--- src/rtl/cat_scan_pkg.sv ---
// Shared types and constants for the channel-scan grant controller.
package cat_scan_pkg;
  localparam int N_CAT    = 6;
  localparam int IBT_BASE = 2;
  localparam int ERRCNT_W = 4;
  localparam int IDX_W    = 3;
  localparam int WDOG_W   = 7;

  typedef enum logic [1:0] {
    ST_IDLE  = 2'd0,
    ST_GRANT = 2'd1,
    ST_ERR   = 2'd2
  } state_e;
endpackage

--- src/rtl/cat_rr_pick.sv ---
// Round-robin pick: first pending channel searching upward from last+1, wrapping.
module cat_rr_pick
  import cat_scan_pkg::*;
(
  input  logic [N_CAT-1:0] pending_i,
  input  logic [IDX_W-1:0] last_i,
  output logic             valid_o,
  output logic [IDX_W-1:0] index_o
);

  logic [IDX_W-1:0] cand;

  always_comb begin
    valid_o = 1'b0;
    index_o = '0;
    cand    = '0;
    for (int k = 1; k <= N_CAT; k++) begin
      cand = IDX_W'((int'(last_i) + k) % N_CAT);
      if (!valid_o && pending_i[cand]) begin
        valid_o = 1'b1;
        index_o = cand;
      end
    end
  end

endmodule

--- src/rtl/cat_scan_ctrl.sv ---
// Channel-scan grant controller: round-robin grant, ACK completion, watchdog timeout.
// state | meaning: IDLE = scanning for requests, GRANT = channel held, ERR = one-cycle timeout recovery
module cat_scan_ctrl
  import cat_scan_pkg::*;
#(
  parameter int WDOG_MAX = 100
) (
  input  logic                CLK,
  input  logic                ICLR,
  input  logic [N_CAT-1:0]    CAT_N,
  input  logic                WATCH,
  input  logic                ACK,
  output logic [2:0]          IBT,
  output logic                GNT,
  output logic                DONE,
  output logic                TOUT,
  output logic [ERRCNT_W-1:0] ERRCNT
);

  localparam logic [WDOG_W-1:0] WDOG_LAST = WDOG_W'(WDOG_MAX - 1);
  localparam logic [ERRCNT_W-1:0] ERR_SAT = '1;

  state_e                state_q, state_d;
  logic [IDX_W-1:0]      last_q, last_d;
  logic [IDX_W-1:0]      idx_q, idx_d;
  logic [WDOG_W-1:0]     wdog_q, wdog_d;
  logic                  gnt_q, gnt_d;
  logic [2:0]            ibt_q, ibt_d;
  logic                  done_q, done_d;
  logic                  tout_q, tout_d;
  logic [ERRCNT_W-1:0]   errcnt_q, errcnt_d;

  logic [N_CAT-1:0]      pending;
  logic                  pick_valid;
  logic [IDX_W-1:0]      pick_idx;

  assign pending = ~CAT_N & {N_CAT{WATCH}};

  cat_rr_pick u_pick (
    .pending_i (pending),
    .last_i    (last_q),
    .valid_o   (pick_valid),
    .index_o   (pick_idx)
  );

  always_comb begin
    state_d  = state_q;
    last_d   = last_q;
    idx_d    = idx_q;
    wdog_d   = wdog_q;
    gnt_d    = gnt_q;
    ibt_d    = ibt_q;
    done_d   = 1'b0;
    tout_d   = 1'b0;
    errcnt_d = errcnt_q;
    unique case (state_q)
      ST_IDLE: begin
        if (pick_valid) begin
          state_d = ST_GRANT;
          idx_d   = pick_idx;
          gnt_d   = 1'b1;
          ibt_d   = pick_idx + 3'(IBT_BASE);
          wdog_d  = '0;
        end
      end
      ST_GRANT: begin
        // ACK takes priority over a watchdog expiry in the same cycle
        if (ACK) begin
          state_d = ST_IDLE;
          done_d  = 1'b1;
          last_d  = idx_q;
          gnt_d   = 1'b0;
          ibt_d   = '0;
        end else if (wdog_q == WDOG_LAST) begin
          state_d = ST_ERR;
          tout_d  = 1'b1;
          last_d  = idx_q;
          gnt_d   = 1'b0;
          ibt_d   = '0;
          if (errcnt_q != ERR_SAT) errcnt_d = errcnt_q + 1'b1;
        end else begin
          wdog_d = wdog_q + 1'b1;
        end
      end
      ST_ERR: begin
        state_d = ST_IDLE;
      end
      default: begin
        state_d = ST_IDLE;
        gnt_d   = 1'b0;
        ibt_d   = '0;
      end
    endcase
  end

  always_ff @(posedge CLK) begin
    if (ICLR) begin
      state_q  <= ST_IDLE;
      last_q   <= IDX_W'(N_CAT - 1);
      idx_q    <= '0;
      wdog_q   <= '0;
      gnt_q    <= 1'b0;
      ibt_q    <= '0;
      done_q   <= 1'b0;
      tout_q   <= 1'b0;
      errcnt_q <= '0;
    end else begin
      state_q  <= state_d;
      last_q   <= last_d;
      idx_q    <= idx_d;
      wdog_q   <= wdog_d;
      gnt_q    <= gnt_d;
      ibt_q    <= ibt_d;
      done_q   <= done_d;
      tout_q   <= tout_d;
      errcnt_q <= errcnt_d;
    end
  end

  assign GNT    = gnt_q;
  assign IBT    = ibt_q;
  assign DONE   = done_q;
  assign TOUT   = tout_q;
  assign ERRCNT = errcnt_q;

endmodule

--- config.mk ---
export PLATFORM = sky130hd
export DESIGN_NAME = cat_scan_ctrl
export DESIGN_NICKNAME = d
export VERILOG_FILES = /design/src/rtl/cat_scan_pkg.sv /design/src/rtl/cat_rr_pick.sv /design/src/rtl/cat_scan_ctrl.sv
export SDC_FILE = /design/constraint.sdc
export NUM_CORES = 1
export LEC_CHECK = 0
export CAP_MARGIN = 40
export CORE_MARGIN = 4
export CORE_UTILIZATION = 35
export CTS_CLUSTER_SIZE = 10
export DETAILED_ROUTE_END_ITERATION = 6
export SLEW_MARGIN = 5
export SYNTH_ARGS = -nofsm -noshare
export SYNTH_HDL_FRONTEND = slang
export SYNTH_SLANG_ARGS = --single-unit
--- constraint.sdc ---
create_clock -name CLK -period 9.8 [get_ports CLK]
set_input_delay 1.47 -clock CLK [delete_from_list [all_inputs] [get_ports CLK]]
set_output_delay 1.47 -clock CLK [all_outputs]
set_load 0.005 [all_outputs]
; Word level (Yosys, flattened, before mapping)
; Index checks and enable logic that the tools add are counted.
; W data, S select, Z words.
[totals]
reg_bits = 25
ram_bits = 0
mem_bits_ro = 0
n_memories = 0
output_inout_bits = 10
latchBits = 0
inputBits = 10
[op_classes]
n_lt_le_gt_ge = 6
shifts = 0
multipliers = 0
reduce_logical = 21
n_eq_ne = 8
div_mod_pow = 6
bitwise = 5
mux = 44
addsub = 9
[op_table]
columns = op, n
row1 = $mod A32 B4 Y32 const B, 6
row2 = $mux W3, 11
row3 = $lt A3 B4 Y1 const B, 6
row4 = $mux W7, 3
row5 = $bmux W1 S3, 6
row6 = $mux W1, 17
row7 = $pmux W7 S2, 1
row8 = $add A3 B3 Y4 const B, 3
row9 = $pmux W3 S3, 1
row10 = $add A3 B2 Y4 const B, 2
row11 = $reduce_and A4 Y1, 2
row12 = $add A7 B1 Y7 const B, 1
row13 = $eq A7 B7 Y1 const B, 1
row14 = $and A6 B6 Y6, 1
row15 = $mux W2, 3
row16 = $ne A2 B2 Y1 const B, 3
row17 = $not A6 Y6, 1
row18 = $reduce_and A2 Y1, 3
row19 = $logic_and A1 B1 Y1, 5
row20 = $logic_not A1 Y1, 5
row21 = $add A3 B1 Y4 const B, 1
row22 = $add A4 B1 Y4 const B, 1
row23 = $ne A4 B4 Y1 const B, 1
row24 = $pmux W2 S2, 1
row25 = other kinds (11), 14

; Depth between registers and ports, before layout
[logic_depth]
word_depth = 23
depth_mapped = 15
depth_no_buf = 13

; Cells and area by module
; A second synthesis with hierarchy kept.
[hier_totals]
hier_cells = 274
area_unflattened_um2 = 2308.5
[modules_own_cells]
columns = mod, area_per_inst_um2, seq_area_each_um2, n_inst, cells_per_inst
row1 = cat_scan_ctrl, 1162.4, 500.5, 1, 129
row2 = cat_rr_pick, 1146.1, 0.0, 1, 145

; Worst setup path before layout
; Ideal clock, no wire load.
[synth_path]
path_type = flip-flop to flip-flop
from = reg last_q[0]
to = reg ibt_q[2], in the netlist IBT[2]
required_ps = 9666
path_buffers = 2
arrival_ps = 3388
setup_ps = 134
setup_slack_ps = 6278
stages_incl_launch_ff = 16
period_less_slack_ps = 3522
cell_sequence = dfxtp_1 > buf_4 > buf_6 > inv_1 > ha_1 > xor2_4 > clkinv_2 > ha_1 > nor2b_1 > a211oi_1 > o311a_1 > nor4_4 > o211ai_4 > or4_1 > a31oi_2 > a221oi_1
[synth_between]
elab_chain_cells = 23
elab_cells_between_ends = 51
[synth_rtl]
columns = item, line
row1 = from (decl), cat_scan_ctrl.sv:24  ; logic [IDX_W-1:0] last_q, last_d;
row2 = from (signal assigned), cat_scan_ctrl.sv:99  ; last_q <= IDX_W'(N_CAT - 1);
row3 = from (signal assigned), cat_scan_ctrl.sv:109  ; last_q <= last_d;
row4 = $add A3 B1 Y4, cat_rr_pick.sv:18  ; cand = IDX_W'((int'(last_i) + k) % N_CAT);
row5 = $mod A32 B4 Y32, cat_rr_pick.sv:18
row6 = $bmux W1 S3, cat_rr_pick.sv:19  ; if (!valid_o && pending_i[cand]) begin
row7 = $mux W1 (implied by the code), cat_rr_pick.sv:19
row8 = $mux W1, cat_rr_pick.sv:19
row9 = $logic_not A1 Y1, cat_rr_pick.sv:19
row10 = $logic_and A1 B1 Y1, cat_rr_pick.sv:19
row11 = $mux W1, cat_rr_pick.sv:19
row12 = [7 not listed], -
row13 = $logic_and A1 B1 Y1, cat_rr_pick.sv:19
row14 = $mux W1, cat_rr_pick.sv:19
row15 = $logic_not A1 Y1, cat_rr_pick.sv:19
row16 = $logic_and A1 B1 Y1, cat_rr_pick.sv:19
row17 = $mux W3, cat_rr_pick.sv:19
row18 = $add A3 B2 Y3, cat_scan_ctrl.sv:62  ; ibt_d = pick_idx + 3'(IBT_BASE);
row19 = $mux W3, cat_scan_ctrl.sv:58  ; if (pick_valid) begin
row20 = $pmux W3 S3, cat_scan_ctrl.sv:56  ; unique case (state_q)
row21 = to (signal assigned), cat_scan_ctrl.sv:113  ; ibt_q <= ibt_d;
row22 = to (decl), cat_scan_ctrl.sv:28  ; logic [2:0] ibt_q, ibt_d;
; Parallel ways exist; a longest one is shown, timed or not. The select of a mux whose other input is x is not followed.
; A chain may end at the register's enable or synchronous reset.

; Final worst setup path
; Same ends and word-level chain as after synthesis.

==> results.py <==
metrics = {
    "global_route": {
        "grt_max_degree": 20,
        "grt_use_total_pct": 13.5,
        "grt_pass1_wl_mm": 8.27,
        "grt-ovfl-total": 0,
        "antenna_found_initial": 0,
        "grt_pass1_vias": 1748,
    },
    "place": {
        "dp_hpwl_mm": 3.79,
        "portBuffers": 19,
        "gp_congestion": 0.845,
        "dp.cells": 339,
    },
    "flow_run": {
        "drv_cap": 0,
    },
    "pwr": {
        "leakage_uw": 0.000897,
        "ir_worst_vdd_mv": 0.0639,
        "p_per_area_mw_per_mm2": 172,
    },
    "synth": {
        "synth_edf_count": 0,
        "synthFlopType": "dfxtp_1",
        "yosys_warnings": 0,
        "synth.distinct_cells": 63,
        "synthCells": 258,
        "asyncSetResetFlopFracSynth_pct": 0,
        "syn_nets": 280,
        "synth.top_cell.area_share_pct": 23.8,
        "synthTopCellsByArea": "dfxtp_1 (24%), ha_1 (7.1%), nand2_1 (5.2%), mux2i_1 (3.8%), nor2_1 (3.4%)",
        "ys_seq_area_share_pct": 23.8,
        "ys_seq_elements": 25,
        "synth_top_cell_by_area": "dfxtp_1",
        "postSynthAreaPerCell_um2": 8.14,
        "synthesis.area_mm2": 0.00210,
    },
    "routing": {
        "postRouteAntennaNets": 0,
        "routedWlPerCell_um": 14.3,
        "drc": 0,
        "drt_iter0_drc": 121,
        "vias": 1934,
        "dr.pass1.iters": 4,
        "wl_mm": 4.90,
        "viasPerCell": 5.64,
    },
    "timing": {
        "rsz0062_at_grt": "false",
        "setup_violations": 0,
        "hold_violations": 0,
        "timing.slew.headroom_pct": 42.2,
        "fin_skew_ns": 0.00546,
        "fmax_mhz": 236,
        "finalCritPeriodShare_pct": 43.2,
        "setup_tns_ns": 0,
        "fin_crit_ns": 4.23,
        "drv_slew": 0,
        "worst_slew_pin_slew_ns": 0.865,
    },
    "cts": {
        "cts_resized": 0,
        "cts_max_level": 1,
        "hold_buffers": 0,
        "cts-buffers-inserted": 3,
        "cts_tree": "done",
        "clkLatencyLatePin_ns": 0.27,
        "cts.reportedPaths.clkPinSlew_ns": 0.09,
        "cts_setup_buffers": 0,
        "root_buffer": "clkbuf_8",
        "cts.path.max_buffers": 2,
        "cts.sink_count": 25,
    },
    "floorplanning": {
        "dieWidth_um": 85.5,
        "initial_core_util_pct": 37.0,
        "coreArea_mm2": 0.00568,
        "die_h_um": 85.5,
        "design.die.area_mm2": 0.00731,
        "boundaryPins": 20,
        "rows": 27,
    },
    "worst_setup_path": {
        "path_cells": "inv_1 > ha_1 > xor2_4 > clkinv_2 > ha_1 > nor2b_1 > a211oi_1 > o311a_1 > nor4_4 > o211ai_4 > or4_1 > a31oi_2 > a221oi_1",
        "end_kind": "flop",
        "cp_slowest_cell": "dfxtp_1",
        "critPathRequiredTime_ns": 9.92,
        "r2r_slack_ns": 5.57,
        "crit_top_cell": "ha_1",
        "reg2regPathDepth": 13,
        "arrival_ns": 4.35,
        "max_stage_delay_ns": 0.89,
        "start_kind": "flop",
        "critPathKind": "reg -> reg",
        "crit_path_max_fanout": 19,
    },
    "finish": {
        "fill_cells": 575,
        "instances_no_fill": 343,
        "layout.nets": 294,
        "diodes": 0,
        "multi_input_area_mm2": 0.00149,
        "drive_gt1_share_pct": 7.01,
        "seq_area_um2": 500,
        "area_growth_syn_to_layout_pct": 12.7,
    },
    "status": {
        "status": "completed",
    },
    "hold_path": {
        "hp-class": "reg -> reg",
        "hold_path_depth": 2,
    },
}
## sequential cells by signal (all words and copies together) (netlist names)
register,count
DONE,1
ERRCNT,4
GNT,1
IBT,3
TOUT,1
idx_q,3
last_q,3
state_q,2
wdog_q,7
## synthesized netlist by cell type, types with 5 or more instances
master and count:
a211oi_1 5, dfxtp_1 25, nor3_1 10, a21oi_1 12
inv_1 10, mux2i_1 8, clkbuf_1 6, nand3_1 8
nor4_1 5, nor2_1 19, nand2_1 29, nand2b_1 8
o21ai_0 9, ha_1 12, o211ai_1 5
## cells by family after synthesis
| logic type | after synthesis | share of synthesized area, % |
|---|---|---|
| and+or+nand+nor | 108 | 26.9 |
| AOI/OAI and AO/OA | 72 | 27.1 |
| DFF | 25 | 23.8 |
| buffers and inverters | 22 | 5.06 |
| adders and majority gates | 12 | 7.15 |
| muxes | 11 | 5.42 |
| xor gates and xnor gates | 8 | 4.59 |
## metal layers
metal  routed length, um  part of all wire [%]  track usage (%)  vias to the layer above
li1                    -                     -                -                      991
met1                2530                    52             20.2                      883
met2                2160                    44             20.8                       56
met3                 184                   3.8             1.94                        4
met4                  31                  0.63             1.73                        0
met5                   0                     0                0                        -
## where the power goes
part	total [uW]	leakage [uW]	switching, uW	internal (uW)
Clock	61.3	0.0000255	32.9	28.4
Combinational	212	0.000667	121	90.7
Sequential	133	0.000204	17.5	116
## final timing paths
path	to	from
max	IBT[2]$_SDFFE_PP0P_	last_q[0]$_SDFFE_PP1P_
max reg2reg	IBT[2]$_SDFFE_PP0P_	last_q[0]$_SDFFE_PP1P_
min reg2reg	idx_q[0]$_SDFFE_PP0P_	idx_q[0]$_SDFFE_PP0P_
min	idx_q[0]$_SDFFE_PP0P_	idx_q[0]$_SDFFE_PP0P_
## stage by stage
step	setup WS, ns	instance area (um2)	total power, uW	hold WS, ns	util [%]
global placement	5.60	2320	346	0.470	40.9
finish	5.57	2370	406	0.488	41.7
CTS	5.59	2370	407	0.483	41.7
detailed placement	5.50	2320	345	0.467	40.9
floorplan	6.28	2100	295	0.444	-
global route	5.28	2370	437	0.497	41.7
## worst max-delay path: cells and delay by family (launching register included)
kind                     cells  cell delay, ns
adder cells (fa/ha/maj)      2            0.59
AO/OA/AOI/OAI                5            1.08
buffers and inverters        2            0.30
flip-flops                   1            0.89
XOR/XNOR                     1            0.22
AND/OR/NAND/NOR              3            1.01
## final cells by class
class                           count  area share, %
Inverter                           12           1.96
Tap cell                           72           3.81
Sequential cell                    25           21.1
Timing Repair Buffer               19           8.03
Multi-Input combinational cell    211           63.1
Clock inverter                      1          0.211
Clock buffer                        3           1.74
## cells in the final DEF (no fill, tap or decap), drive strengths merged, types with 3 or more instances in the layout
master / count
a211oi: 5
o31ai: 4
ha: 12
inv: 10
or3: 3
clkdlybuf4s50: 19
nand2: 29
a22o: 3
dfxtp: 25
or2: 4
nand3: 8
o21a: 4
nor2: 19
nand3b: 4
mux2i: 8
nor2b: 4
o21ai: 10
and3: 4
nor3: 10
nor4: 6
nand4: 3
clkinv: 3
mux2: 3
xor2: 6
a22oi: 4
o211ai: 6
clkbuf: 3
a21oi: 13
nand2b: 8
No activity file was read; power rests on OpenSTA's default activity.
